**src/rtl/alu_issue_ctrl_pkg.sv**
```systemverilog
// Shared definitions for the ALU issue controller: instruction format, opcodes, FSM states.
package alu_issue_ctrl_pkg;

    localparam int unsigned ALU_RESULT_W = 32;
    localparam int unsigned OPERAND_W    = 32;
    localparam int unsigned OPCODE_W     = 4;

    // Opcode field is wider than the defined set so unknown encodings can reach the ALU.
    typedef enum logic [OPCODE_W-1:0] {
        OP_ADD = 4'd0,
        OP_SUB = 4'd1,
        OP_MUL = 4'd2,
        OP_AND = 4'd3,
        OP_OR  = 4'd4,
        OP_XOR = 4'd5,
        OP_SHL = 4'd6,
        OP_SHR = 4'd7
    } opcode_t;

    typedef struct packed {
        opcode_t               opcode;
        logic [OPERAND_W-1:0]  a;
        logic [OPERAND_W-1:0]  b;
    } instruction_t;

    typedef enum logic [1:0] {
        IDLE = 2'd0,
        EXEC = 2'd1,
        RESP = 2'd2
    } alu_ctrl_state_t;

    // MUL is the only opcode routed through the multicycle path.
    function automatic logic is_multicycle(input opcode_t op);
        return op == OP_MUL;
    endfunction

endpackage

```
**src/rtl/alu_issue_ctrl_rr_arbiter.sv**
```systemverilog
// Reusable round-robin arbiter: first requester at or after ptr wins (combinational).
module alu_issue_ctrl_rr_arbiter #(
    parameter  int unsigned N  = 2,
    localparam int unsigned IW = (N > 1) ? $clog2(N) : 1
) (
    input  logic [N-1:0]  req,
    input  logic [IW-1:0] ptr,
    output logic [N-1:0]  grant,
    output logic [IW-1:0] idx,
    output logic          valid
);

    int unsigned   cand;
    logic [IW-1:0] cand_idx;

    // Scan requesters starting at ptr, wrapping modulo N; keep the first hit.
    always_comb begin
        grant    = '0;
        idx      = '0;
        valid    = 1'b0;
        cand     = 0;
        cand_idx = '0;
        for (int unsigned k = 0; k < N; k++) begin
            cand = 32'(ptr) + k;
            if (cand >= N) begin
                cand = cand - N;
            end
            cand_idx = IW'(cand);
            if (!valid && req[cand_idx]) begin
                valid           = 1'b1;
                grant[cand_idx] = 1'b1;
                idx             = cand_idx;
            end
        end
    end

endmodule

```
**src/rtl/alu_issue_ctrl.sv**
```systemverilog
// Issues one requester's instruction at a time to a shared external ALU and returns the result.
module alu_issue_ctrl
    import alu_issue_ctrl_pkg::*;
#(
    parameter  int unsigned NUM_REQ    = 2,
    parameter  int unsigned MUL_CYCLES = 4,
    localparam int unsigned ID_W       = (NUM_REQ > 1) ? $clog2(NUM_REQ) : 1
) (
    input  logic                    clk,
    input  logic                    rst_n,
    input  logic [NUM_REQ-1:0]      req_valid,
    output logic [NUM_REQ-1:0]      req_ready,
    input  instruction_t            req_iw [NUM_REQ],
    output instruction_t            alu_iw,
    input  logic [ALU_RESULT_W-1:0] alu_result,
    output logic                    rsp_valid,
    input  logic                    rsp_ready,
    output logic [ALU_RESULT_W-1:0] rsp_result,
    output logic [ID_W-1:0]         rsp_id,
    output logic                    busy
);

    localparam int unsigned CNT_W = 4;

    alu_ctrl_state_t  state;
    logic [ID_W-1:0]  rr_ptr;
    logic [ID_W-1:0]  id;
    logic [CNT_W-1:0] cnt;

    logic [NUM_REQ-1:0] grant;
    logic [ID_W-1:0]    grant_idx;
    logic               grant_valid;
    logic [ID_W-1:0]    next_ptr;
    instruction_t       win_iw;

    alu_issue_ctrl_rr_arbiter #(
        .N (NUM_REQ)
    ) u_rr_arbiter (
        .req   (req_valid),
        .ptr   (rr_ptr),
        .grant (grant),
        .idx   (grant_idx),
        .valid (grant_valid)
    );

    assign win_iw   = req_iw[grant_idx];
    assign next_ptr = (grant_idx == ID_W'(NUM_REQ - 1)) ? '0 : grant_idx + ID_W'(1);

    // Accept strobe is only offered while idle and out of reset.
    assign req_ready = ((state == IDLE) && rst_n) ? grant : '0;

    // Controller FSM with instruction/id/result registers and the MUL wait counter.
    always_ff @(posedge clk or negedge rst_n) begin
        if (!rst_n) begin
            state      <= IDLE;
            rr_ptr     <= '0;
            id         <= '0;
            cnt        <= '0;
            alu_iw     <= '0;
            rsp_valid  <= 1'b0;
            rsp_result <= '0;
            rsp_id     <= '0;
            busy       <= 1'b0;
        end else begin
            case (state)
                IDLE: begin
                    if (grant_valid) begin
                        alu_iw <= win_iw;
                        id     <= grant_idx;
                        rr_ptr <= next_ptr;
                        cnt    <= is_multicycle(win_iw.opcode) ? CNT_W'(MUL_CYCLES - 1) : '0;
                        busy   <= 1'b1;
                        state  <= EXEC;
                    end
                end
                EXEC: begin
                    if (cnt == '0) begin
                        rsp_result <= alu_result;
                        rsp_id     <= id;
                        rsp_valid  <= 1'b1;
                        state      <= RESP;
                    end else begin
                        cnt <= cnt - CNT_W'(1);
                    end
                end
                RESP: begin
                    if (rsp_ready) begin
                        rsp_valid <= 1'b0;
                        busy      <= 1'b0;
                        state     <= IDLE;
                    end
                end
                default: begin
                    state <= IDLE;
                end
            endcase
        end
    end

endmodule
```
**config.mk**
```make
export PLATFORM = sky130hd
export DESIGN_NAME = alu_issue_ctrl
export DESIGN_NICKNAME = d
export VERILOG_FILES = /design/src/rtl/alu_issue_ctrl_pkg.sv /design/src/rtl/alu_issue_ctrl_rr_arbiter.sv /design/src/rtl/alu_issue_ctrl.sv
export SDC_FILE = /design/constraint.sdc
export NUM_CORES = 1
export LEC_CHECK = 0
export ABC_AREA = 1
export BUFFER_PORTS_ARGS = -buffer_cell sky130_fd_sc_hd__buf_2
export CAP_MARGIN = 10
export CORE_ASPECT_RATIO = 0.5
export CORE_MARGIN = 2
export CORE_UTILIZATION = 40
export CTS_CLUSTER_SIZE = 20
export DETAILED_ROUTE_END_ITERATION = 7
export PLACE_DENSITY = 0.79
export SLEW_MARGIN = 20
export SYNTH_ARGS = -nofsm -noshare
export SYNTH_HDL_FRONTEND = slang
export SYNTH_HIERARCHICAL = 1
export SYNTH_SLANG_ARGS = --single-unit
```
**constraint.sdc**
```tcl
create_clock -name clk -period 1.3 [get_ports clk]
set_input_delay 0.195 -clock clk [delete_from_list [all_inputs] [get_ports clk]]
set_output_delay 0.195 -clock clk [all_outputs]
set_load 0.005 [all_outputs]
```
* After elaboration in Yosys (flattened, before gate mapping)
Cells that the tools add are included.
Word-level totals: register bits after elaboration 111, input bits 173, output and inout bits 105, logic and storage cells 82
Cells by class: add/subtract/negate cells 5, magnitude comparators 7, eq/ne operators 7, multiplexer cells 34, bitwise gates (word level) 2, reductions and logical operators 16
Operators with widths (number):
- $mux 68 | 3
- $mux 1 | 16
- $mux 2 | 7
- $reduce_and 3->1 | 4
- $mux 4 | 2
- $ne 2x2->1 const B | 4
- $pmux 4 s2 | 1
- $pmux 2 s3 | 1
- $reduce_bool 2->1 | 3
- $eq 4x2->1 const B | 1
- $ge 2x2->1 const B | 2
- $logic_and 1x1->1 | 4
- $logic_not 4->1 | 1
- $lt 1x2->1 const B | 2
- $pmux 1 s2 | 2
- $reduce_and 2->1 | 2
- $sub 4x1->4 const B | 1
- $add 1x1->2 const B | 1
- $demux 1 s1 | 2
- $eq 2x1->1 const B | 1
- $eq 2x2->1 const B | 1
- $ge 1x1->1 const B | 2
- $ge 1x2->1 const B | 1
- $logic_not 2->1 | 1
- other kinds (5) | 6

* Longest topological paths before layout
depth in word-level cells 16, gate-level depth with buffers 9, gate-level depth less buffers 9

* Modules after synthesis
The synthesis kept the hierarchy.
Modules (own cells, without submodules):
- alu_issue_ctrl | times used 1, cells each 573, area an instance 4789.6 µm², seq. area each 2777.7 µm²
- alu_issue_ctrl_rr_arbiter | times used 1, cells each 7, area an instance 30.0 µm², seq. area each 0.0 µm²

* Worst setup path after synthesis
Ideal clock, no wire load.
kind reg2reg, start register rr_ptr, end register alu_iw[10] in the netlist's numbering, library setup time 0.068 ns, data arrival time 1.360 ns, required time 1.232 ns, setup slack -0.129 ns, stages on the path, launching flop included 9, buffers on the path 2, period minus slack after synthesis 1.429 ns, cells stage by stage dfrtp_1 > inv_1 > a21oi_1 > inv_2 > nor2_1 > buf_4 > buf_6 > nand2_1 > nand3_1
On the way: longest elaborated chain between the ends 12, elaborated cells between the ends (all ways) 22, those cells by class add/sub (3); order compare (2); mux (13); bitwise (1); reduce/logical (3)
Ends and longest elaborated chain:
- start, declared | line alu_issue_ctrl.sv:26 | logic [ID_W-1:0] rr_ptr;
- start signal, assigned | line alu_issue_ctrl.sv:70 | rr_ptr <= next_ptr;
- $ge 1x2->1 or $sub 1x1->1 (tied branches) | line alu_issue_ctrl_rr_arbiter.sv:25, alu_issue_ctrl_rr_arbiter.sv:26
- $mux 1 | line alu_issue_ctrl_rr_arbiter.sv:25 | if (cand >= N) begin
- $mux 1 (implied by the code) (2 in a row) | line alu_issue_ctrl_rr_arbiter.sv:29 | if (!valid && req[cand_idx]) begin
- $mux 1 | line alu_issue_ctrl_rr_arbiter.sv:29
- $logic_not 1->1 | line alu_issue_ctrl_rr_arbiter.sv:29
- $logic_and 1x1->1 | line alu_issue_ctrl_rr_arbiter.sv:29
- $mux 1 (*) | line alu_issue_ctrl_rr_arbiter.sv:29
- named net grant_idx | line alu_issue_ctrl.sv:31 | logic [ID_W-1:0] grant_idx;
- $not 1->2 (implied by the code) (*) | line alu_issue_ctrl.sv:46 | assign win_iw = req_iw[grant_idx];
- $mux 68 (implied by the code) (*) (3 in a row) | line alu_issue_ctrl.sv:46
- end signal, assigned | line alu_issue_ctrl.sv:68 | alu_iw <= win_iw;
- end, declared | line alu_issue_ctrl.sv:14 | output instruction_t alu_iw,
The timed path passes the listed nets; every way through them passes the cells marked *. The select of a mux whose other input is x is not followed. A chain may end at the register's enable or synchronous reset.

* Final worst setup path
start register state[0], end output req_ready[1]
On the way: longest elaborated chain between the ends 3
Ends and longest elaborated chain:
- start, declared | line alu_issue_ctrl.sv:25 | alu_ctrl_state_t state;
- start signal, assigned | line alu_issue_ctrl.sv:55 | state <= IDLE;
- start signal, assigned | line alu_issue_ctrl.sv:73 | state <= EXEC;
- start signal, assigned | line alu_issue_ctrl.sv:81 | state <= RESP;
- $logic_not 2->1 | line alu_issue_ctrl.sv:50 | assign req_ready = ((state == IDLE) && rst_n) ? grant : '0;
- $logic_and 1x1->1 | line alu_issue_ctrl.sv:50
- $mux 2 | line alu_issue_ctrl.sv:50
- end, declared | line alu_issue_ctrl.sv:12 | output logic [NUM_REQ-1:0] req_ready,
No other way between the ends.

==> flow_metrics.py <==
metrics = {
    "cells_and_area": {
        "final_common_cell": "buf_2",
        "antenna_cells": 0,
        "drive_gt1_frac": 0.506,
        "utilization": 0.673,
        "layout_common_cells": "buf_2 (276), nand2_1 (194), dfrtp_1 (111)",
        "syn2layout_area_growth_pct": 64.3,
        "nNetsFinal": 1067,
        "regArea_um2": 2780,
        "fill_cells": 916,
        "final_area_um2": 7920,
        "multi_input_area_um2": 2180,
    },
    "logic_synthesis": {
        "netlist_area_um2": 4820,
        "synth_nets": 755,
        "yosys_warnings": 6,
        "syn_avg_cell_area_um2": 8.31,
        "synth_cells": 580,
        "synth-seq-area-share": 0.576,
        "ys_types": 23,
        "yosys_register_bits": 111,
    },
    "critical_path": {
        "critPathKind": "register to output pin",
        "cp.arrival_ns": 1.25,
        "worst-path-max-fanout": 2,
        "endpoint_kind": "output pin",
        "crit_start": "state[0]$_DFFE_PN0P_",
        "worstSetupStartpointType": "register",
        "required_ns": 1.11,
        "rr_endpoint": "alu_iw[37]$_DFFE_PN0P_",
        "r2r_cells": 8,
        "rr_startpoint": "state[0]$_DFFE_PN0P_",
        "worst-r2r-setup-slack_ns": -0.13,
        "critical_path.endpoint": "req_ready[1]",
    },
    "grt": {
        "antenna_found_initial": 0,
        "grt_max_degree": 112,
        "gr-total-overflow": 0,
        "grt_pass1_wl_mm": 21.6,
        "grt_use_total": 0.206,
        "grt_pass1_vias": 4479,
    },
    "cts": {
        "clockRootBuffer": "clkbuf_16",
        "htreeDepth": 3,
        "clock_path_buffers": 2,
        "worstSkewPairLatency_ns": 0.34,
        "numCtsBuffers": 9,
        "clk_pin_slew_ns": 0.07,
        "clock-sinks": 111,
        "cts_tree": "done",
    },
    "drt": {
        "vias": 5061,
        "ant_nets": 0,
        "drt_iter0_drc": 217,
        "drt_wl_total_mm": 16.5,
        "routedWlPerCell_um": 15.5,
        "first_pass_iters": 5,
        "drc": 0,
        "via_per_inst": 4.77,
    },
    "die": {
        "die_h_um": 81.6,
        "initial_core_util": 0.409,
        "dieArea_um2": 13000,
        "coreArea_um2": 11800,
        "die_w_um": 159,
        "placementRows": 28,
        "boundaryPins": 278,
    },
    "pwr": {
        "intPower_mw": 11.0,
        "peakVddDrop_v": 0.00104,
        "power.density_nw_per_um2": 2210,
        "p_switching_mw": 6.47,
        "total_power_mw": 17.5,
        "switching_share": 0.371,
        "seqPwrFrac": 0.346,
        "p_leak_nw": 4.55,
        "clkPwrFrac": 0.170,
        "combinationalPowerShare": 0.485,
    },
    "sta": {
        "max_clock_freq_mhz": 692,
        "fin_crit_sh": 1.11,
        "clock-skew-final_ns": 0.00501,
        "relSlewSlack": 0.592,
        "layout_min_cycle_time_ns": 1.44,
        "setup_viol": 78,
        "worst_slew_pin_slew_ns": 0.611,
        "fin_ws_ns": -0.144,
        "grt_setup_unrepaired": "yes",
        "finalHoldViolations": 0,
        "maxSlewViolCount": 0,
    },
    "min_path": {
        "worstHoldPathType": "primary input to register",
    },
    "placed_design": {
        "placed_area_um2": 6490,
        "io_buffers": 277,
        "pre_cts_ws_ns": -0.154,
        "place_congestion": 0.900,
        "dpl.hpwl_mm": 9.72,
    },
    "status": {
        "outcome": "finished, violations left",
        "violations": "setup timing",
    },
    "run": {
        "max-cap-violations": 0,
    },
}
-- cells in the mapped netlist (all sizes together) --
library cell | instances | area share
nand3 | 69 | 0.073
clkbuf | 4 | 0.0034
o21ai | 38 | 0.039
ha | 2 | 0.0052
o31ai | 1 | 0.0016
nand2 | 250 | 0.20
nor3b | 1 | 0.0016
or2 | 1 | 0.0013
nor2 | 20 | 0.017
a31oi | 2 | 0.0026
inv | 51 | 0.040
dfrtp | 111 | 0.58
buf | 25 | 0.038
xor2 | 1 | 0.0018
a21oi | 4 | 0.0042
-- metrics by stage --
| step | std cells | hold WS, ns | TNS [ns] |
|---|---|---|---|
| floorplan | 580 | -0.101 | 0 |
| global placement | 1015 | 0.333 | -0.340 |
| detailed placement | 1015 | 0.347 | -1.22 |
| CTS | 1039 | 0.0453 | -6.27 |
| global route | 1062 | 0.0507 | -12.53 |
| finish | 1062 | 0.0582 | -6.80 |
-- logic make-up after synthesis --
group                    count (synthesis)  synth area share
AND/OR/NAND/NOR                        341             0.287
flip-flops                             111             0.576
buffers and inverters                   80            0.0815
AO/OA/AOI/OAI                           45            0.0478
adder cells (fa/ha/maj)                  2           0.00519
XOR/XNOR                                 1           0.00182
-- state kept, by name (all words and copies together) (netlist names) --
name / cells
rr_ptr: 1
alu_iw: 68
rsp_id: 1
rsp_valid: 1
state: 2
busy: 1
cnt: 4
id: 1
rsp_result: 32
-- layer usage --
layer  share of wire  track usage  vias up  wire length, um
met4           0.019       0.0536        0              313
met5               0            0        -                0
met3           0.050       0.0354       26              821
met2            0.52        0.374      192             8630
met1            0.41        0.263     2417             6740
li1                -            -     2426                -
-- area by class of cell --
cell class              count  share of cell area
repair buffers            330               0.282
flip-flops and latches    111               0.351
clock inverters             6              0.0119
well taps                 165              0.0261
clock buffers              10              0.0289
multi-input cells         389               0.275
inverters                  51              0.0248
-- worst max-delay path, stage by stage (launching register included) --
cell and delay, ns:
dfrtp_1 0.39, nor2_2 0.15, buf_4 0.14, nand2_4 0.04, nor2_2 0.08, buf_2 0.11
-- power groups by stage --
stage	Sequential (mW)	Combinational (mW)	Clock, mW
after detailed placement	5.99	6.15	0
after floorplan	6.14	3.11	0
after global routing	6.22	9.27	3.18
final	6.04	8.47	2.97
after CTS	5.98	6.67	3.03
after global placement	5.99	5.95	0
-- worst min path at each step --
stage,start,end,slack [ns],depth (start not counted)
3_5_place_dp,rst_n,rsp_valid$_DFFE_PN0P_,0.35,2
5_1_grt,req_iw[45],alu_iw[45]$_DFFE_PN0P_,0.05,3
6_report,req_iw[41],alu_iw[41]$_DFFE_PN0P_,0.06,3
4_1_cts,req_iw[41],alu_iw[41]$_DFFE_PN0P_,0.05,3
3_3_place_gp,rst_n,rsp_result[27]$_DFFE_PN0P_,0.33,2
2_1_floorplan,rst_n,alu_iw[0]$_DFFE_PN0P_,-0.10,0
-- timing repair --
action                                  CTS  global route
pin swaps                                 2            32
hold endpoints to repair                111             0
hold buffers                              1             0
gates cloned                              3            15
buffers inserted                          4            10
resized for setup                        16           160
endpoints found under the setup margin   74           108
Power figures use the tool's default switching activity.
